<file path="config.mk">
export PLATFORM = sky130hd
export DESIGN_NAME = writeback_regfile
export DESIGN_NICKNAME = d
export VERILOG_FILES = /design/src/rtl/writeback_regfile.sv
export SDC_FILE = /design/constraint.sdc
export NUM_CORES = 2
export LEC_CHECK = 0
export ABC_CLOCK_PERIOD_IN_PS = 2800
export BUFFER_PORTS_ARGS = -buffer_cell sky130_fd_sc_hd__buf_2
export CAP_MARGIN = 5
export CORE_ASPECT_RATIO = 0.7
export CORE_UTILIZATION = 35
export CTS_CLUSTER_SIZE = 8
export DETAILED_ROUTE_END_ITERATION = 16
export SLEW_MARGIN = 5
export SYNTH_ARGS = -nofsm -noshare
export SYNTH_HDL_FRONTEND = slang
export SYNTH_SLANG_ARGS = --single-unit
</file>
<file path="constraint.sdc">
create_clock -name clk -period 2.8 [get_ports clk]
set_input_delay 0.28 -clock clk [delete_from_list [all_inputs] [get_ports clk]]
set_output_delay 0.28 -clock clk [all_outputs]
set_load 0.1 [all_outputs]
</file>
<file path="src/rtl/writeback_regfile.sv">
// Write-back select mux plus NUM_REGS x DATA_W register file with two combinational read ports.
// Define REGFILE_BYPASS_EN to forward a same-cycle write to the read ports; undefined = array-only reads.
module writeback_regfile #(
  parameter int DATA_W   = 32,
  parameter int NUM_REGS = 32,
  localparam int ADDR_W  = $clog2(NUM_REGS)
) (
  input  logic              clk,
  input  logic              reset,
  input  logic [DATA_W-1:0] wb_readvalue,
  input  logic [DATA_W-1:0] wb_aluvalue,
  input  logic [ADDR_W-1:0] wb_rd,
  input  logic              wb_memtoreg,
  input  logic              wb_regwrite,
  input  logic [ADDR_W-1:0] rs_addr,
  input  logic [ADDR_W-1:0] rt_addr,
  output logic [DATA_W-1:0] rs_data,
  output logic [DATA_W-1:0] rt_data,
  output logic [DATA_W-1:0] wb_data,
  output logic              wb_commit
);

  logic [DATA_W-1:0]   regs_q [NUM_REGS];
  logic [NUM_REGS-1:0] wr_sel;
  logic                wr_live;
  logic                wb_commit_q;
  logic                wb_commit_d;

  assign wb_data = wb_memtoreg ? wb_readvalue : wb_aluvalue;

  // A write only counts when enabled and not aimed at the hardwired zero register.
  assign wr_live     = wb_regwrite && (wb_rd != '0);
  assign wb_commit_d = wr_live && !reset;

  // One-hot write decode; entry 0 is never selected so it stays at its reset value of zero.
  generate
    for (genvar gi = 0; gi < NUM_REGS; gi++) begin : g_wr_sel
      if (gi == 0) begin : g_zero
        assign wr_sel[gi] = 1'b0;
      end else begin : g_live
        assign wr_sel[gi] = wr_live && (wb_rd == ADDR_W'(gi));
      end
    end
  endgenerate

  always_ff @(posedge clk) begin
    if (reset) begin
      for (int i = 0; i < NUM_REGS; i++) begin
        regs_q[i] <= '0;
      end
      wb_commit_q <= 1'b0;
    end else begin
      for (int i = 0; i < NUM_REGS; i++) begin
        if (wr_sel[i]) begin
          regs_q[i] <= wb_data;
        end
      end
      wb_commit_q <= wb_commit_d;
    end
  end

  assign wb_commit = wb_commit_q;

`ifdef REGFILE_BYPASS_EN
  logic rs_hit;
  logic rt_hit;

  // wr_live already excludes address 0, so register 0 is never bypassed.
  assign rs_hit  = wr_live && !reset && (wb_rd == rs_addr);
  assign rt_hit  = wr_live && !reset && (wb_rd == rt_addr);
  assign rs_data = rs_hit ? wb_data : regs_q[rs_addr];
  assign rt_data = rt_hit ? wb_data : regs_q[rt_addr];
`else
  assign rs_data = regs_q[rs_addr];
  assign rt_data = regs_q[rt_addr];
`endif

endmodule

</file>
Word level (Yosys, flattened, before mapping)

Memories as Yosys holds them, arrays and structs flattened.
Cells that the tools add are included.

Input bits: 83
Logic and storage cells: 226
Flip-flop bits (word level): 1
RAM bits: 1,024
Memories kept: 1
Output and inout bits: 97

Memories:

| memory | words | bits a word | rd ports | clocked after memory_dff | wr ports | RTL line | source |
|---|---|---|---|---|---|---|---|
| regs_q | 32    | 32          | 2        | 0                        | 32       | 23       | `logic [DATA_W-1:0] regs_q [NUM_REGS];` |

Eq/ne operators: 31
Reductions and logical operators: 35
Bitwise operators: 31
Mux-type cells: 127

Operator list:

| kind                 | number |
|---|---|
| $mux W32             | 32 |
| $mux W1              | 95 |
| $eq A5 B5 Y1 const B | 16 |
| $eq A5 B4 Y1 const B | 8 |
| $logic_and A1 B1 Y1  | 33 |
| $or A1 B1 Y1         | 31 |
| $eq A5 B3 Y1 const B | 4 |
| $eq A5 B2 Y1 const B | 2 |
| $eq A5 B1 Y1 const B | 1 |
| $reduce_bool A5 Y1   | 1 |
| $logic_not A1 Y1     | 1 |

Longest topological paths before layout

Depth after elaboration: 7
Mapped depth: 9
Depth with buffers taken out: 4

Least setup slack after synthesis

Ideal clock, no wire load.

Path kind: in2out
Start point: input port rs_addr[0]
End point: output port rs_data[23]
Path buffers: 5
Path slack: -1.022 ns
Stages: 9
Required time: 2.520 ns
Data arrival time: 3.542 ns
Cells stage by stage: buf_4 > buf_6 > buf_6 > buf_6 > buf_6 > mux2i_1 > o22ai_1 > a211oi_1 > o31ai_1

Word-level cells in the longest chain between the ends: 1

RTL lines:

| what               | RTL line | source |
|---|---|---|
| start: declaration | 15       | `input logic [ADDR_W-1:0] rs_addr,` |
| $mem_v2 Z32 W32    | n/a      |  |
| end: declaration   | 17       | `output logic [DATA_W-1:0] rs_data,` |

No other way between the ends.

==> run_results.csv <==
group,metric,value,unit
grt,antenna_found_initial,1,
setup_path,cp_max_fo,2,
grt,grt-ovfl-total,0,
drt,routed_wl,169000,µm
drt,drcViolationCount,0,
drt,first_pass_iters,5,
placed_design,dp_hpwl,104000,µm
setup_path,worst_ep_arrival_time,2560,ps
timing,setup_viol,3,
setup_path,endpoint_kind,"output pin",
power,comb_power_share,17.9,%
logic_synthesis,avgSynthCellArea,15.2,µm²
timing,fin_crit_sh,101,%
clocking,cts_max_level,4,
power,power_switching,11.4,mW
logic_synthesis,synth_top_family_by_area,"multiplexers",
final_layout,n_antenna_cell,0,
final_layout,nets,3601,
logic_synthesis,yosys_most_used_dff,"edfxtp_1",
grt,grt_pass1_vias,32700,
clocking,cts_num_sinks,993,
grt,grt_first_pass_wirelength,240000,µm
timing,worst_pin_slew,1120,ps
job,cap_viol_max_count,0,
timing,rsz0062_at_grt,"true",
timing,relSlewSlack,25.1,%
drt,viasPerCell,6.10,
logic_synthesis,synth-edff-count,992,
die,die_area,143000,µm²
placed_design,place_congestion,0.850,
die,pin_count,180,
timing,period_needed,2840,ps
power,p_sw_share,27.7,%
timing,hold_viol,0,
final_layout,fin_util,43.1,%
logic_synthesis,yosysSeqAreaShare,60.1,%
power,leakagePower,21.1,nW
final_layout,drive_gt1_share,35.4,%
power,internal-power,29.7,mW
grt,grt_usage,23.4,%
drt,vias,33000,
clocking,root_buffer,"clkbuf_16",
power,ir_worst_vdd,0.000606,V
drt,drt_iter0_drc,4411,
logic_synthesis,synth_area,49600,µm²
die,design.core.area,141000,µm²
timing,maxSlewViolCount,0,
die,dieWidth,452,µm
logic_synthesis,synth_seq_cells,993,
power,pwr_density_cell,677,nW/µm²
outcome,violations,"setup timing",
timing,max_freq,352,MHz
logic_synthesis,synth_xor_area_share,0,%
min_path,hold_class,"in -> reg",
logic_synthesis,synthCells,3269,
logic_synthesis,synth-simple-area-share,6.56,%
drt,routedWlPerCell,31.2,µm
placed_design,pre_cts_ws,0.710,ps
clocking,cts_tree,"done",
logic_synthesis,ys_async_sr_fraction,0,%
final_layout,fin_area,60600,µm²
die,die_h,317,µm
setup_path,required,2520,ps
logic_synthesis,synthDistinctLibCells,31,
drt,drt.antenna.violating_nets,0,
placed_design,portBuffers,179,
logic_synthesis,synthAdderAreaFrac,0,%
final_layout,fillerInstances,12300,
outcome,outcome,"finished with violations",
die,initial_core_util,35.3,%
clocking,clockBufferDepth,3,
power,clock_power_share,38.0,%
placed_design,placed_area,56400,µm²
clocking,cts_buffers,142,
grt,grt_max_degree,68,
logic_synthesis,synth_mux_area_share,22.7,%
setup_path,start_kind,"flip-flop",
logic_synthesis,syn-num-nets,3352,
setup_path,critical_path_class,"reg -> out",
clocking,clk_pin_slew,50,ps
die,row_count,115,
power,pwr-share-seq,44.1,%
timing,fin_ws,-39.3,ps
final_layout,syn_to_final_growth,22.1,%
logic_synthesis,synth_compound_area_share,6.99,%
logic_synthesis,yosysWarnings,0,
-- kinds of logic after synthesis --
logic type	after synthesis
flip-flops	993
AND/OR/NAND/NOR	773
multiplexers	640
AO/OA/AOI/OAI	462
buffers and inverters	401
-- cells in the mapped netlist (64+ instances only) --
cell type	n	share of area (%)
mux2_2	64	1.5
clkbuf_1	171	1.3
nor2_1	549	4.2
mux2i_1	192	3.9
o22ai_1	64	0.81
a22o_1	192	3.4
buf_2	78	0.79
o21ai_1	64	0.65
o31ai_1	64	0.97
a211oi_1	64	0.97
mux4_2	384	17
nand2_1	85	0.64
inv_1	65	0.49
edfxtp_1	992	60
-- metal layers --
| layer | share of wire [%] | vias to the layer above | track usage, % |
|---|---|---|---|
| met3 | 11 | 270 | 5.39 |
| met1 | 41 | 17200 | 33.5 |
| li1 | - | 13300 | - |
| met4 | 2.7 | 0 | 7.41 |
| met2 | 45 | 2194 | 35.4 |
| met5 | 0 | - | 0 |
-- placed cells by master, fill, tap and decap left out, drive strengths merged, types with 8 or more instances in the layout --
| master | synthesis | final |
|---|---|---|
| clkinv | 0 | 8 |
| o21ai | 64 | 64 |
| nor2b | 8 | 8 |
| clkbuf | 171 | 153 |
| o21bai | 12 | 12 |
| or2 | 33 | 33 |
| buf | 164 | 438 |
| a22o | 192 | 192 |
| edfxtp | 992 | 992 |
| mux2i | 192 | 192 |
| mux2 | 64 | 64 |
| inv | 66 | 70 |
| nor2 | 549 | 549 |
| nand2b | 23 | 23 |
| o31ai | 64 | 64 |
| a211oi | 64 | 64 |
| mux4 | 384 | 384 |
| and2 | 35 | 35 |
| o22ai | 64 | 64 |
| and3 | 32 | 32 |
| nand2 | 85 | 85 |
-- through the flow --
step | setup TNS, ps | power, mW | cells | hold slack [ps]
after floorplan | 0 | 22.8 | 3269 | 447
after global placement | -46.9 | 25.5 | 5244 | 652
after detailed placement | 0 | 25.6 | 5244 | 649
after CTS | -367 | 41.1 | 5410 | 278
after global routing | -272 | 42.1 | 5411 | 315
final | -72.0 | 41.1 | 5411 | 310
-- path summary, 6_finish.rpt --
| check | from | to | slack (ps) | depth (start not counted) |
|---|---|---|---|---|
| setup / recovery | regs_q[27][19] | rs_data[19] | -40 | 6 |
| hold / removal | wb_aluvalue[2] | regs_q[17][2] | 310 | 4 |
-- repair_timing --
action / 4_1_cts / 5_1_grt
hold buffers: 2 / 0
setup buffers: 0 / 2
gates resized for setup: 39 / 25
pin swaps: 22 / 23
endpoints found under the hold margin: 1 / 0
setup endpoints to repair: 38 / 32
-- state kept, by name (all words and copies together), names as in the netlist --
signal     count
regs_q       992
wb_commit      1
-- critical path, cell delays in order (launching register included) --
cell,delay (ps)
edfxtp_1,400
mux4_2,490
a22o_1,230
o21ai_2,230
buf_4,160
o31ai_4,100
buf_12,190
-- area by class of cell --
class / count / area [µm²] / area share [%]
well taps: 1872 / 2340 / 3.87
repair buffers: 440 / 4900 / 8.09
clock inverters: 12 / 169 / 0.279
flip-flops and latches: 993 / 29800 / 49.2
multi-input cells: 1875 / 19400 / 32.1
clock buffers: 153 / 3680 / 6.07
inverters: 66 / 248 / 0.409
-- power groups by stage --
stage	Clock (mW)	Combinational [mW]	Sequential (mW)
2_1_floorplan	0	4.64	18.2
3_3_place_gp	0	7.21	18.3
3_5_place_dp	0	7.23	18.3
4_1_cts	15.7	7.30	18.1
5_1_grt	16.3	7.60	18.2
6_report	15.6	7.34	18.1
Note: power is estimated with default switching activity, not from simulation.
